==> src/rtl/spi_regs_arb_pkg.sv <==
// Shared types and constants for the two-requester SPI register-access arbiter.
package spi_regs_arb_pkg;

  localparam int unsigned FRAME_W     = 16;
  localparam int unsigned RD_BIT      = 14;
  localparam int unsigned SCK_DIV_DEF = 4;
  localparam int unsigned GAP_CYC_DEF = 4;

  typedef enum logic [2:0] {IDLE, SETUP, SHIFT, HOLD, GAP} state_t;

  function automatic logic [FRAME_W-1:0] make_frame(input logic       rw,
                                                    input logic [5:0] addr,
                                                    input logic [7:0] wdata);
    return {1'b0, rw, addr, rw ? 8'h00 : wdata};
  endfunction

endpackage

==> src/rtl/spi_regs_arb_if.sv <==
// Requester handshake plus SPI pins of the arbiter, grouped as one bundle.
interface spi_regs_arb_if;
  logic       req0, req1;
  logic       rw0, rw1;
  logic [5:0] addr0, addr1;
  logic [7:0] wdata0, wdata1;
  logic       ack0, ack1;
  logic [7:0] rdata;
  logic       busy;
  logic       SCK, CS, SI, SO;

  modport slave (
    input  req0, req1, rw0, rw1, addr0, addr1, wdata0, wdata1, SO,
    output ack0, ack1, rdata, busy, SCK, CS, SI
  );

  modport master (
    output req0, req1, rw0, rw1, addr0, addr1, wdata0, wdata1, SO,
    input  ack0, ack1, rdata, busy, SCK, CS, SI
  );
endinterface

==> src/rtl/spi_regs_shifter.sv <==
// TX/RX shift registers and bit counter, stepped by shift/sample strobes from the FSM.
module spi_regs_shifter
  import spi_regs_arb_pkg::*;
(
  input  logic               clk,
  input  logic               rst,
  input  logic               load,
  input  logic [FRAME_W-1:0] frame,
  input  logic               shift,
  input  logic               sample,
  input  logic               so,
  output logic               si,
  output logic               last,
  output logic               is_read,
  output logic [7:0]         rx
);

  logic [FRAME_W-1:0] tx;
  logic [3:0]         bitcnt;

  // bitcnt counts SCK falls so far; rises 9..16 (data byte) see bitcnt 8..15
  always_ff @(posedge clk or posedge rst) begin
    if (rst) begin
      tx      <= '0;
      rx      <= '0;
      bitcnt  <= '0;
      is_read <= 1'b0;
    end else if (load) begin
      tx      <= frame;
      bitcnt  <= '0;
      is_read <= frame[RD_BIT];
    end else begin
      if (shift) begin
        tx     <= {tx[FRAME_W-2:0], 1'b0};
        bitcnt <= bitcnt + 4'd1;
      end
      if (sample && is_read && bitcnt[3])
        rx <= {rx[6:0], so};
    end
  end

  assign si   = tx[FRAME_W-1];
  assign last = (bitcnt == 4'(FRAME_W - 1));

endmodule

==> src/rtl/spi_regs_arb.sv <==
// Round-robin arbiter between two requesters sharing one SPI register slave.
module spi_regs_arb
  import spi_regs_arb_pkg::*;
#(
  parameter int unsigned SCK_DIV = SCK_DIV_DEF,
  parameter int unsigned GAP_CYC = GAP_CYC_DEF
)(
  input  logic           FX2_CLK,
  input  logic           reset,
  spi_regs_arb_if.slave  bus
);

  localparam logic [7:0] DIV_M1 = 8'(SCK_DIV - 1);
  localparam logic [7:0] GAP_M1 = 8'(GAP_CYC - 1);

  state_t             state;
  logic [7:0]         cnt;
  logic               armed, prio, owner, done;
  logic               sck, cs, busy, ack0, ack1;
  logic [7:0]         rdata;
  logic               grant_who, start, cnt_zero, shift, sample;
  logic [FRAME_W-1:0] frame;
  logic               si, last, is_read;
  logic [7:0]         rx;

  always_comb begin
    grant_who = (bus.req0 && bus.req1) ? prio : bus.req1;
    frame     = grant_who ? make_frame(bus.rw1, bus.addr1, bus.wdata1)
                          : make_frame(bus.rw0, bus.addr0, bus.wdata0);
    cnt_zero  = (cnt == 8'd0);
    start     = (state == IDLE) && armed && (bus.req0 || bus.req1);
    shift     = (state == SHIFT) && cnt_zero && sck;
    sample    = ((state == SETUP) && cnt_zero) ||
                ((state == SHIFT) && cnt_zero && !sck && !done);
  end

  spi_regs_shifter u_shifter (
    .clk     (FX2_CLK),
    .rst     (reset),
    .load    (start),
    .frame   (frame),
    .shift   (shift),
    .sample  (sample),
    .so      (bus.SO),
    .si      (si),
    .last    (last),
    .is_read (is_read),
    .rx      (rx)
  );

  // armed delays the first grant to the second clock edge after reset release
  always_ff @(posedge FX2_CLK or posedge reset) begin
    if (reset) begin
      state <= IDLE;
      cnt   <= '0;
      armed <= 1'b0;
      prio  <= 1'b0;
      owner <= 1'b0;
      done  <= 1'b0;
      sck   <= 1'b0;
      cs    <= 1'b0;
      busy  <= 1'b0;
      ack0  <= 1'b0;
      ack1  <= 1'b0;
      rdata <= '0;
    end else begin
      armed <= 1'b1;
      ack0  <= 1'b0;
      ack1  <= 1'b0;
      case (state)
        IDLE: if (start) begin
          owner <= grant_who;
          prio  <= !grant_who;
          cs    <= 1'b1;
          busy  <= 1'b1;
          done  <= 1'b0;
          cnt   <= DIV_M1;
          state <= SETUP;
        end
        SETUP: if (cnt_zero) begin
          sck   <= 1'b1;
          cnt   <= DIV_M1;
          state <= SHIFT;
        end else cnt <= cnt - 8'd1;
        // the 16th SCK low half stays in SHIFT; HOLD follows it
        SHIFT: if (!cnt_zero) cnt <= cnt - 8'd1;
          else if (sck) begin
            sck  <= 1'b0;
            done <= last;
            cnt  <= DIV_M1;
          end else if (done) begin
            cnt   <= DIV_M1;
            state <= HOLD;
          end else begin
            sck <= 1'b1;
            cnt <= DIV_M1;
          end
        HOLD: if (cnt_zero) begin
          cs    <= 1'b0;
          ack0  <= !owner;
          ack1  <= owner;
          if (is_read) rdata <= rx;
          cnt   <= GAP_M1;
          state <= GAP;
        end else cnt <= cnt - 8'd1;
        GAP: if (cnt_zero) begin
          busy  <= 1'b0;
          state <= IDLE;
        end else cnt <= cnt - 8'd1;
        default: state <= IDLE;
      endcase
    end
  end

  assign bus.SCK   = sck;
  assign bus.CS    = cs;
  assign bus.SI    = si;
  assign bus.busy  = busy;
  assign bus.ack0  = ack0;
  assign bus.ack1  = ack1;
  assign bus.rdata = rdata;

endmodule

==> src/flat_wrapper.sv <==
// flat-port wrapper written by rule: the top's interface ports become plain ports
module spi_regs_arb_flat import spi_regs_arb_pkg::*;
#(
  parameter int unsigned SCK_DIV = SCK_DIV_DEF,
  parameter int unsigned GAP_CYC = GAP_CYC_DEF
)
  (FX2_CLK, reset, bus_req0, bus_req1, bus_rw0, bus_rw1, bus_addr0, bus_addr1, bus_wdata0, bus_wdata1, bus_SO, bus_ack0, bus_ack1, bus_rdata, bus_busy, bus_SCK, bus_CS, bus_SI);
  spi_regs_arb_if bus_i ();
  input  logic FX2_CLK;
  input  logic reset;
  input wire logic [$bits(bus_i.req0)-1:0] bus_req0;
  input wire logic [$bits(bus_i.req1)-1:0] bus_req1;
  input wire logic [$bits(bus_i.rw0)-1:0] bus_rw0;
  input wire logic [$bits(bus_i.rw1)-1:0] bus_rw1;
  input wire logic [$bits(bus_i.addr0)-1:0] bus_addr0;
  input wire logic [$bits(bus_i.addr1)-1:0] bus_addr1;
  input wire logic [$bits(bus_i.wdata0)-1:0] bus_wdata0;
  input wire logic [$bits(bus_i.wdata1)-1:0] bus_wdata1;
  input wire logic [$bits(bus_i.SO)-1:0] bus_SO;
  output wire logic [$bits(bus_i.ack0)-1:0] bus_ack0;
  output wire logic [$bits(bus_i.ack1)-1:0] bus_ack1;
  output wire logic [$bits(bus_i.rdata)-1:0] bus_rdata;
  output wire logic [$bits(bus_i.busy)-1:0] bus_busy;
  output wire logic [$bits(bus_i.SCK)-1:0] bus_SCK;
  output wire logic [$bits(bus_i.CS)-1:0] bus_CS;
  output wire logic [$bits(bus_i.SI)-1:0] bus_SI;
  assign bus_i.req0 = bus_req0;
  assign bus_i.req1 = bus_req1;
  assign bus_i.rw0 = bus_rw0;
  assign bus_i.rw1 = bus_rw1;
  assign bus_i.addr0 = bus_addr0;
  assign bus_i.addr1 = bus_addr1;
  assign bus_i.wdata0 = bus_wdata0;
  assign bus_i.wdata1 = bus_wdata1;
  assign bus_i.SO = bus_SO;
  assign bus_ack0 = bus_i.ack0;
  assign bus_ack1 = bus_i.ack1;
  assign bus_rdata = bus_i.rdata;
  assign bus_busy = bus_i.busy;
  assign bus_SCK = bus_i.SCK;
  assign bus_CS = bus_i.CS;
  assign bus_SI = bus_i.SI;
  spi_regs_arb #(.SCK_DIV(SCK_DIV), .GAP_CYC(GAP_CYC)) u_core (.FX2_CLK(FX2_CLK), .reset(reset), .bus(bus_i));
endmodule
==> config.mk <==
export PLATFORM = sky130hd
export DESIGN_NAME = spi_regs_arb_flat
export DESIGN_NICKNAME = d
export VERILOG_FILES = /design/src/rtl/spi_regs_arb_pkg.sv /design/src/rtl/spi_regs_arb_if.sv /design/src/rtl/spi_regs_shifter.sv /design/src/rtl/spi_regs_arb.sv /design/src/flat_wrapper.sv
export SDC_FILE = /design/constraint.sdc
export NUM_CORES = 1
export LEC_CHECK = 0
export ABC_AREA = 1
export BUFFER_PORTS_ARGS = -buffer_cell sky130_fd_sc_hd__buf_4
export CAP_MARGIN = 20
export CORE_UTILIZATION = 56
export DETAILED_ROUTE_END_ITERATION = 12
export GPL_TIMING_DRIVEN = 0
export PLACE_DENSITY = 0.91
export SKIP_CTS_REPAIR_TIMING = 1
export SLEW_MARGIN = 0
export SYNTH_ARGS = -nofsm -noshare
export SYNTH_HDL_FRONTEND = slang
export SYNTH_SLANG_ARGS = --single-unit
==> constraint.sdc <==
create_clock -name FX2_CLK -period 2 [get_ports FX2_CLK]
set_input_delay 0.2 -clock FX2_CLK [delete_from_list [all_inputs] [get_ports FX2_CLK]]
set_output_delay 0.2 -clock FX2_CLK [all_outputs]
set_load 0.005 [all_outputs]
==> results of run 1 <==
## state kept, by name, summed over array words and instances, names as in the netlist, 3 cells and up
signal,count
u_core.u_shifter.rx,8
u_core.u_shifter.tx,16
u_core.u_shifter.bitcnt,4
u_core.cnt,8
u_core.bus.rdata,8
u_core.state,3
## kinds of logic (layout without fill, tap and decap cells)
| group | after synthesis | after routing | share of synthesized area |
|---|---|---|---|
| AND/OR/NAND/NOR | 213 | 213 | 0.327 |
| buffers and inverters | 42 | 108 | 0.0598 |
| AO/OA/AOI/OAI | 52 | 52 | 0.104 |
| other | 1 | 1 | 0.00126 |
| adder cells (fa/ha/maj) | 3 | 3 | 0.0126 |
| XOR/XNOR | 5 | 5 | 0.0147 |
| flip-flops | 57 | 57 | 0.480 |
## cell usage in the layout, fill, tap and decap left out, types with 2 or more instances in the layout
cell	n
nand2_1	125
dfrtp_1	57
buf_4	50
nand3_1	35
inv_1	28
nor2_1	28
o21ai_1	17
a21oi_1	12
o21ai_0	10
clkbuf_8	10
nand4_1	6
inv_2	6
xor2_1	5
buf_2	4
nor2_4	3
nor2_2	3
nand2_2	3
nand2_4	3
o211ai_1	3
ha_1	3
clkinvlp_4	3
nor2_8	2
o22ai_1	2
nor3_1	2
o21bai_1	2
## power groups by stage
stage          Clock [mW]  Combinational, mW  Sequential (mW)
6_report             1.10               2.06             1.68
4_1_cts              1.10               2.05             1.68
3_5_place_dp            0               2.01             1.69
2_1_floorplan           0               1.57             1.65
3_3_place_gp            0               1.93             1.68
5_1_grt              1.16               2.31             1.71
## synth_stat cells, types with 4 or more instances
| cell | instances | area [um^2] |
|---|---|---|
| nand3_1 | 35 | 175 |
| nand2_1 | 125 | 469 |
| buf_2 | 4 | 20.0 |
| nand4_1 | 6 | 37.5 |
| inv_1 | 29 | 109 |
| inv_2 | 5 | 18.8 |
| nor2_1 | 28 | 105 |
| a21oi_1 | 12 | 60.1 |
| o21ai_1 | 17 | 85.1 |
| o21ai_0 | 10 | 50.1 |
| dfrtp_1 | 57 | 1430 |
| xor2_1 | 5 | 43.8 |
## worst max-delay path by stage
stage | slack (ns) | cells past startpoint | end | start
2_1_floorplan | 0.39 | 9 | u_core.u_shifter.rx[0] | u_core.cnt[0]
3_3_place_gp | -0.27 | 2 | u_core.u_shifter.tx[2] | reset
3_5_place_dp | 0.17 | 9 | u_core.u_shifter.rx[0] | u_core.cnt[0]
4_1_cts | 0.16 | 10 | u_core.u_shifter.tx[12] | u_core.cnt[0]
5_1_grt | 0.0005 | 9 | u_core.u_shifter.rx[0] | u_core.cnt[0]
6_report | 0.15 | 9 | u_core.u_shifter.rx[0] | u_core.cnt[0]
## routing by layer
metal  vias to the layer above  track usage  share of wire
met5                         -            0              0
met1                      1291        0.333           0.42
met2                        96        0.421           0.50
met3                        16       0.0482          0.053
li1                       1335            -              -
met4                         0        0.132          0.024
## metrics by stage
step	setup TNS (ns)	setup slack, ns	instances
finish	0	0.155	509
global route	0	0.000544	509
CTS	0	0.157	508
detailed placement	0	0.166	492
global placement	-15.31	-0.271	491
floorplan	0	0.393	373
## worst register-to-register path: cells and delay by family (launching register included)
kind | cells | cell delay (ns)
simple gates | 7 | 1.03
fa+ha+maj | 1 | 0.19
buf+inv | 1 | 0.12
flops | 1 | 0.40
## final cells by class
| class | count | area [um^2] |
|---|---|---|
| Clock buffer | 10 | 138 |
| Timing Repair Buffer | 50 | 390 |
| Clock inverter | 6 | 66.3 |
| Sequential cell | 57 | 1430 |
| Inverter | 34 | 128 |
| Fill cell | 386 | 1450 |
| Tap cell | 70 | 87.6 |
| Multi-Input combinational cell | 274 | 1370 |
| Buffer | 8 | 50.0 |
==> metrics.md, run 1 <==
| Metric | Value |
|---|---|
| Tot Pwr | `4.84 mW` |
| Sw Share | `0.425` |
| Hold slack | `0.126 ns` |
| Syn Std Cell Area | `between 2000 and 3000 um^2` |
| Data arrival, critical path | `2.07 ns` |
| Layout area overhead | `22.9%` |
| Cell Int Power | `2.78 mW` |
| Setup Viol. Count Final | `0` |
| Drt via density | `5.38` |
| # rows | `26` |
| Worst r2r path cells | `9` |
| Status | `finished with violations` |
| Nets | `472` |
| CTS buffer count | `9` |
| Required @ worst endpoint | `~2.2 ns` |
| Yosys warning total | `0` |
| Die Span Y | `74.8 um` |
| 1st-pass router iterations | `9` |
| Largest net degree at the start of global routing | `38` |
| Final Hold Fails | `0` |
| PortBufs | `48` |
| Die Wd | `~75 um` |
| Violated checks | `design-rule violations` |
| Vias in the first global route | `about 2400` |
| CTS clk-pin slew, worst paths | `approximately 0.07 ns` |
| Worst-path cell chain | `inv_1 > ha_1 > nand2_1 > nor2_8 > nand2_4 > nor3_4 > nand2_4 > nand2_1 > nand2_1` |
| Latest clock arrival within the worst-skew pair | `0.34 ns` |
| Unique cell type count in the Yosys netlist | `35` |
| Final wirelength | `6530 um` |
| I/O Pins | `49` |
| Ratio of cells with drive above 1 in the final layout | `0.219` |
| FF-to-FF Start | `u_core.cnt[0]` |
| Clk root buf | `clkbuf_8` |
| First-pass GRT wire length | `10800 um` |
| Synth Register Bits | `57` |
| Crit Path Max Fanout | `9` |
| Min-delay worst type | `in2reg` |
| Setup slack, reg-to-reg | `0.15 ns` |
| Post-synth EDFFs | `0` |
| Slowest cell on the critical path | `dfrtp_1` |
| Worst setup EP type | `flip-flop` |
| DRT iter0 DRCs | `between 200 and 300` |
| Die ar. | `roughly 5600 um^2` |
| DRC errors left | `1` |
| CP dominant cell by count | `nand2_1` |
| ANT cells | `0` |
| Placed Area | `approximately 3400 um^2` |
| Clock Tree Buf Depth | `2` |
| WHS Path Cells | `3` |
| Fmax | `542 MHz` |
| Average size of a mapped cell | `7.97 um^2` |
| CTS tree | `yes` |
| Cells after Synth | `roughly 370` |
| CORE AREA | `5110 um^2` |
| Final Cell Area | `3650 um^2` |
| Slew Viols, Final | `0` |
| R2R Path End | `u_core.u_shifter.rx[0]` |
| CP delay by family, top | `simple AND/OR/NAND/NOR gates` |
| Net Sw Power | `between 2 and 2.5 mW` |
| Startpoint types | `flip-flop` |
| Gr usage total | `0.259` |
| Post-route ant nets | `0` |
| Max-cap violations | `0` |
| Unrepaired setup endpoints after global routing | `false` |
| Skew final | `roughly 0.008 ns` |
| Comb power frac | `0.426` |
| Leak | `1.95 nW` |
| Mapped Nets | `411` |
| Worst relative slew slack | `0.594` |
| Post-layout util | `0.715` |
| Clock power share | `0.227` |
| Worst-Margin Slew | `0.606 ns` |
| Worst Hold Launch | `bus_wdata1[5]` |
| Synth Flop Type | `dfrtp_1` |
| RePlAce Congestion | `0.926` |
| Critical path class | `reg2reg` |
| Initial Util | `0.582` |
| Overflow after GRT | `0` |
| Hpwl dp | `4470 um` |
| Antenna violations before repair | `0` |
| Sequential area share after synthesis | `0.480` |
| Fin crit share | `0.923` |
| Cell Pwr Density | `around 1300 nW/um^2` |
| Routed WL per cell | `12.8 um` |
| Worst Path Buf+Inv | `1` |
| Final Critical Period | `1.85 ns` |
| H-tree lvl count | `3` |
| Vias | `2738` |
| Critical path's largest stage delay | `~0.40 ns` |
| Hold EP | `u_core.u_shifter.tx[5]` |
| Clock sink count | `57` |
| Maximum VDD drop | `around 0.66 mV` |
| Sequential power share | `0.347` |
| Share of synthesized registers carrying an async set or reset | `1.00` |
Note: power is estimated with default switching activity, not from simulation.
==> run 2: changes to the inputs <==
--- a/config.mk
+++ b/config.mk
@@ -8,10 +8,10 @@
 export ABC_AREA = 1
 export BUFFER_PORTS_ARGS = -buffer_cell sky130_fd_sc_hd__buf_4
 export CAP_MARGIN = 20
-export CORE_UTILIZATION = 56
+export CORE_UTILIZATION = 60
 export DETAILED_ROUTE_END_ITERATION = 12
 export GPL_TIMING_DRIVEN = 0
-export PLACE_DENSITY = 0.91
+export PLACE_DENSITY = 0.95
 export SKIP_CTS_REPAIR_TIMING = 1
 export SLEW_MARGIN = 0
 export SYNTH_ARGS = -nofsm -noshare
==> constraint.sdc (replaced) <==
create_clock -name FX2_CLK -period 2.31 [get_ports FX2_CLK]
set_input_delay 0.231 -clock FX2_CLK [delete_from_list [all_inputs] [get_ports FX2_CLK]]
set_output_delay 0.231 -clock FX2_CLK [all_outputs]
set_load 0.005 [all_outputs]
==> run 2 against run 1 <==
  * The run now ends clean
  * Setup slack better by 0.30 ns
  * Sequential power is 13% lower
  * Clock-buffer cell count up 1
  * Flip-flop and latch count did not move
  * Core utilization is 4.6 points higher
  * Power is 16% lower
  * First-iteration DRC count is 45% higher
  * Final cell count is 0.59% lower
  * Routed wire length up 3.7%
  * Critical path type unchanged
  * Largest power group unchanged
  * Highest routed layer unchanged
==> metrics.md, run 2 (synthesis results as in run 1) <==
| Metric | Value |
|---|---|
| CP delay by family, top | `simple AND/OR/NAND/NOR gates (unchanged)` |
| Status | `complete, no violations (was finished with violations)` |
| Layout area overhead | `21.8% (was 22.9%)` |
| CTS buffer count | `9 (unchanged)` |
| ANT cells | `0 (unchanged)` |
| Unrepaired setup endpoints after global routing | `false (unchanged)` |
| Routed WL per cell | `13.4 um (was 12.8 um)` |
| Maximum VDD drop | `0.555 mV (was 0.663 mV)` |
| Critical path's largest stage delay | `0.40 ns (about the same)` |
| Commonest cells after routing, fill and taps aside | `125 x nand2_1, 57 x dfrtp_1, 50 x buf_4 (unchanged)` |
| Post-layout util | `0.761 (was 0.715)` |
| Final Hold Fails | `0 (unchanged)` |
| Most common cell after layout, fill and taps aside | `nand2_1 (unchanged)` |
| Setup slack, reg-to-reg | `0.45 ns (was 0.15 ns)` |
| Gr usage total | `0.282 (was 0.259)` |
| Crit Path Max Fanout | `10 (was 9)` |
| Crit path capture | `u_core.u_shifter.tx[14] (was u_core.u_shifter.rx[0])` |
| 1st-pass router iterations | `5 (was 9)` |
| Tot Pwr | `4.09 mW (was 4.84 mW)` |
| Required @ worst endpoint | `2.53 ns (was 2.22 ns)` |
| Slew Viols, Final | `0 (unchanged)` |
| Clock sink count | `57 (unchanged)` |
| Die Span Y | `72.4 um (was 74.8 um)` |
| Setup Viol. Count Final | `0 (unchanged)` |
| Critical path class | `reg2reg (unchanged)` |
| Worst relative slew slack | `0.583 (was 0.594)` |
| Die ar. | `5240 um^2 (was 5600 um^2)` |
| Placed cells | `489 (was 492)` |
| R2R Path End | `u_core.u_shifter.tx[14] (was u_core.u_shifter.rx[0])` |
| CORE AREA | `4750 um^2 (was 5110 um^2)` |
| Worst Hold Launch | `bus_SO (was bus_wdata1[5])` |
| Skew final | `0.0114 ns (was 0.00786 ns)` |
| Ratio of cells with drive above 1 in the final layout | `0.216 (was 0.219)` |
| Worst Path Buf+Inv | `2 (was 1)` |
| Hpwl dp | `4900 um (was 4470 um)` |
| Worst r2r path cells | `8 (was 9)` |
| Levels on crit path | `8 (was 9)` |
| DRC errors left | `0 (was 1)` |
| Clk root buf | `clkbuf_8 (unchanged)` |
| Antenna violations before repair | `0 (unchanged)` |
| Post-route ant nets | `0 (unchanged)` |
| # rows | `25 (was 26)` |
| Worst setup EP type | `flip-flop (unchanged)` |
| Vias | `2774 (was 2738)` |
| Min-delay worst type | `in2reg (unchanged)` |
| Worst-path cell chain | `inv_1 > ha_1 > nand2_1 > nor2_8 > nand2_2 > buf_2 > o21ai_0 > a22oi_2 (was inv_1 > ha_1 > nand2_1 > nor2_8 > nand2_4 > nor3_4 > nand2_4 > nand2_1 > nand2_1)` |
| PortBufs | `48 (unchanged)` |
| Max FFs per register | `16 (unchanged)` |
| Hold slack | `0.125 ns (was 0.126 ns)` |
| Startpoint types | `flip-flop (unchanged)` |
| Largest Register | `u_core.u_shifter.tx (unchanged)` |
| Slowest cell on the critical path | `dfrtp_1 (unchanged)` |
| First-pass GRT wire length | `11200 um (was 10800 um)` |
| Nets | `472 (unchanged)` |
| Clock Tree Buf Depth | `2 (unchanged)` |
| Fin crit share | `0.804 (was 0.923)` |
| DRT iter0 DRCs | `411 (was 284)` |
| Worst-Margin Slew | `0.623 ns (was 0.606 ns)` |
| CP Launch Point | `u_core.cnt[0] (unchanged)` |
| Max-cap violations | `0 (unchanged)` |
| Non-Filler Instances | `506 (was 509)` |
| CTS clk-pin slew, worst paths | `0.07 ns (about the same)` |
| CTS tree | `yes (unchanged)` |
| RePlAce Congestion | `0.850 (was 0.926)` |
| Fmax | `539 MHz (was 542 MHz)` |
| FF-to-FF Start | `u_core.cnt[0] (unchanged)` |
| Final Critical Period | `1.86 ns (was 1.85 ns)` |
| Final Cell Area | `3620 um^2 (was 3650 um^2)` |
| Setup slack after layout | `0.454 ns (was 0.155 ns)` |
| Drt via density | `5.48 (was 5.38)` |
| Cell Pwr Density | `1130 nW/um^2 (was 1330 nW/um^2)` |
| Latest clock arrival within the worst-skew pair | `0.34 ns (about the same)` |
| Pre-CTS WS | `0.472 ns (was 0.166 ns)` |
| Final wirelength | `6770 um (was 6530 um)` |
| Initial Util | `0.625 (was 0.582)` |
| Leak | `1.94 nW (was 1.95 nW)` |
| Die Wd | `72.4 um (was 74.8 um)` |
| Overflow after GRT | `0 (unchanged)` |
| Vias in the first global route | `2540 (was 2448)` |
| H-tree lvl count | `3 (unchanged)` |
| I/O Pins | `49 (unchanged)` |
| Data arrival, critical path | `2.07 ns (about the same)` |
| Setup TNS | `0 ns (unchanged)` |
| Placed Area | `3440 um^2 (about the same)` |
| Largest net degree at the start of global routing | `43 (was 38)` |
==> run 2: changes by cell type in the layout (fill, tap and decap cells not counted), sizes merged <==
cell,delta
bufinv,-1
clkbuf,+1
clkinv,+3
clkinvlp,-2
inv,-1
==> run 2: tightest hold or removal path: stages <==
cell,delay [ns]
buf_4,0.08
nand3_1,0.06
nand2_1,0.06
==> run 2: worst min path at each step <==
stage | end | depth (start not counted)
floorplan | u_core.u_shifter.tx[0] | 2
global placement | u_core.bus.ack0 | 1
detailed placement | u_core.bus.ack1 | 2
CTS | u_core.bus.rdata[7] | 2
global route | u_core.u_shifter.rx[0] | 3
finish | u_core.u_shifter.rx[0] | 3
==> run 2: report_power, final <==
group / switching, mW / leakage [nW] / internal (mW)
clock network: 0.396 / 0.0891 / 0.414
logic: 1.20 / 1.12 / 0.619
registers: 0.197 / 0.738 / 1.27
total: 1.79 / 1.94 / 2.30
==> run 2: final cells by class <==
cell class | count | area (um^2)
flip-flops and latches | 57 | 1430
multi-input cells | 274 | 1370
fillers | 352 | 1140
repair buffers | 50 | 390
clock buffers | 11 | 141
inverters | 34 | 128
well taps | 67 | 83.8
plain buffers | 8 | 50.0
clock inverters | 5 | 31.3
==> run 2: routing by layer <==
metal  global-route usage  share of wire  up-vias
met4                0.166          0.034        0
met3               0.0583          0.060       28
met1                0.353           0.42     1288
met2                0.453           0.49      124
met5                    0              0        -
li1                     -              -     1334
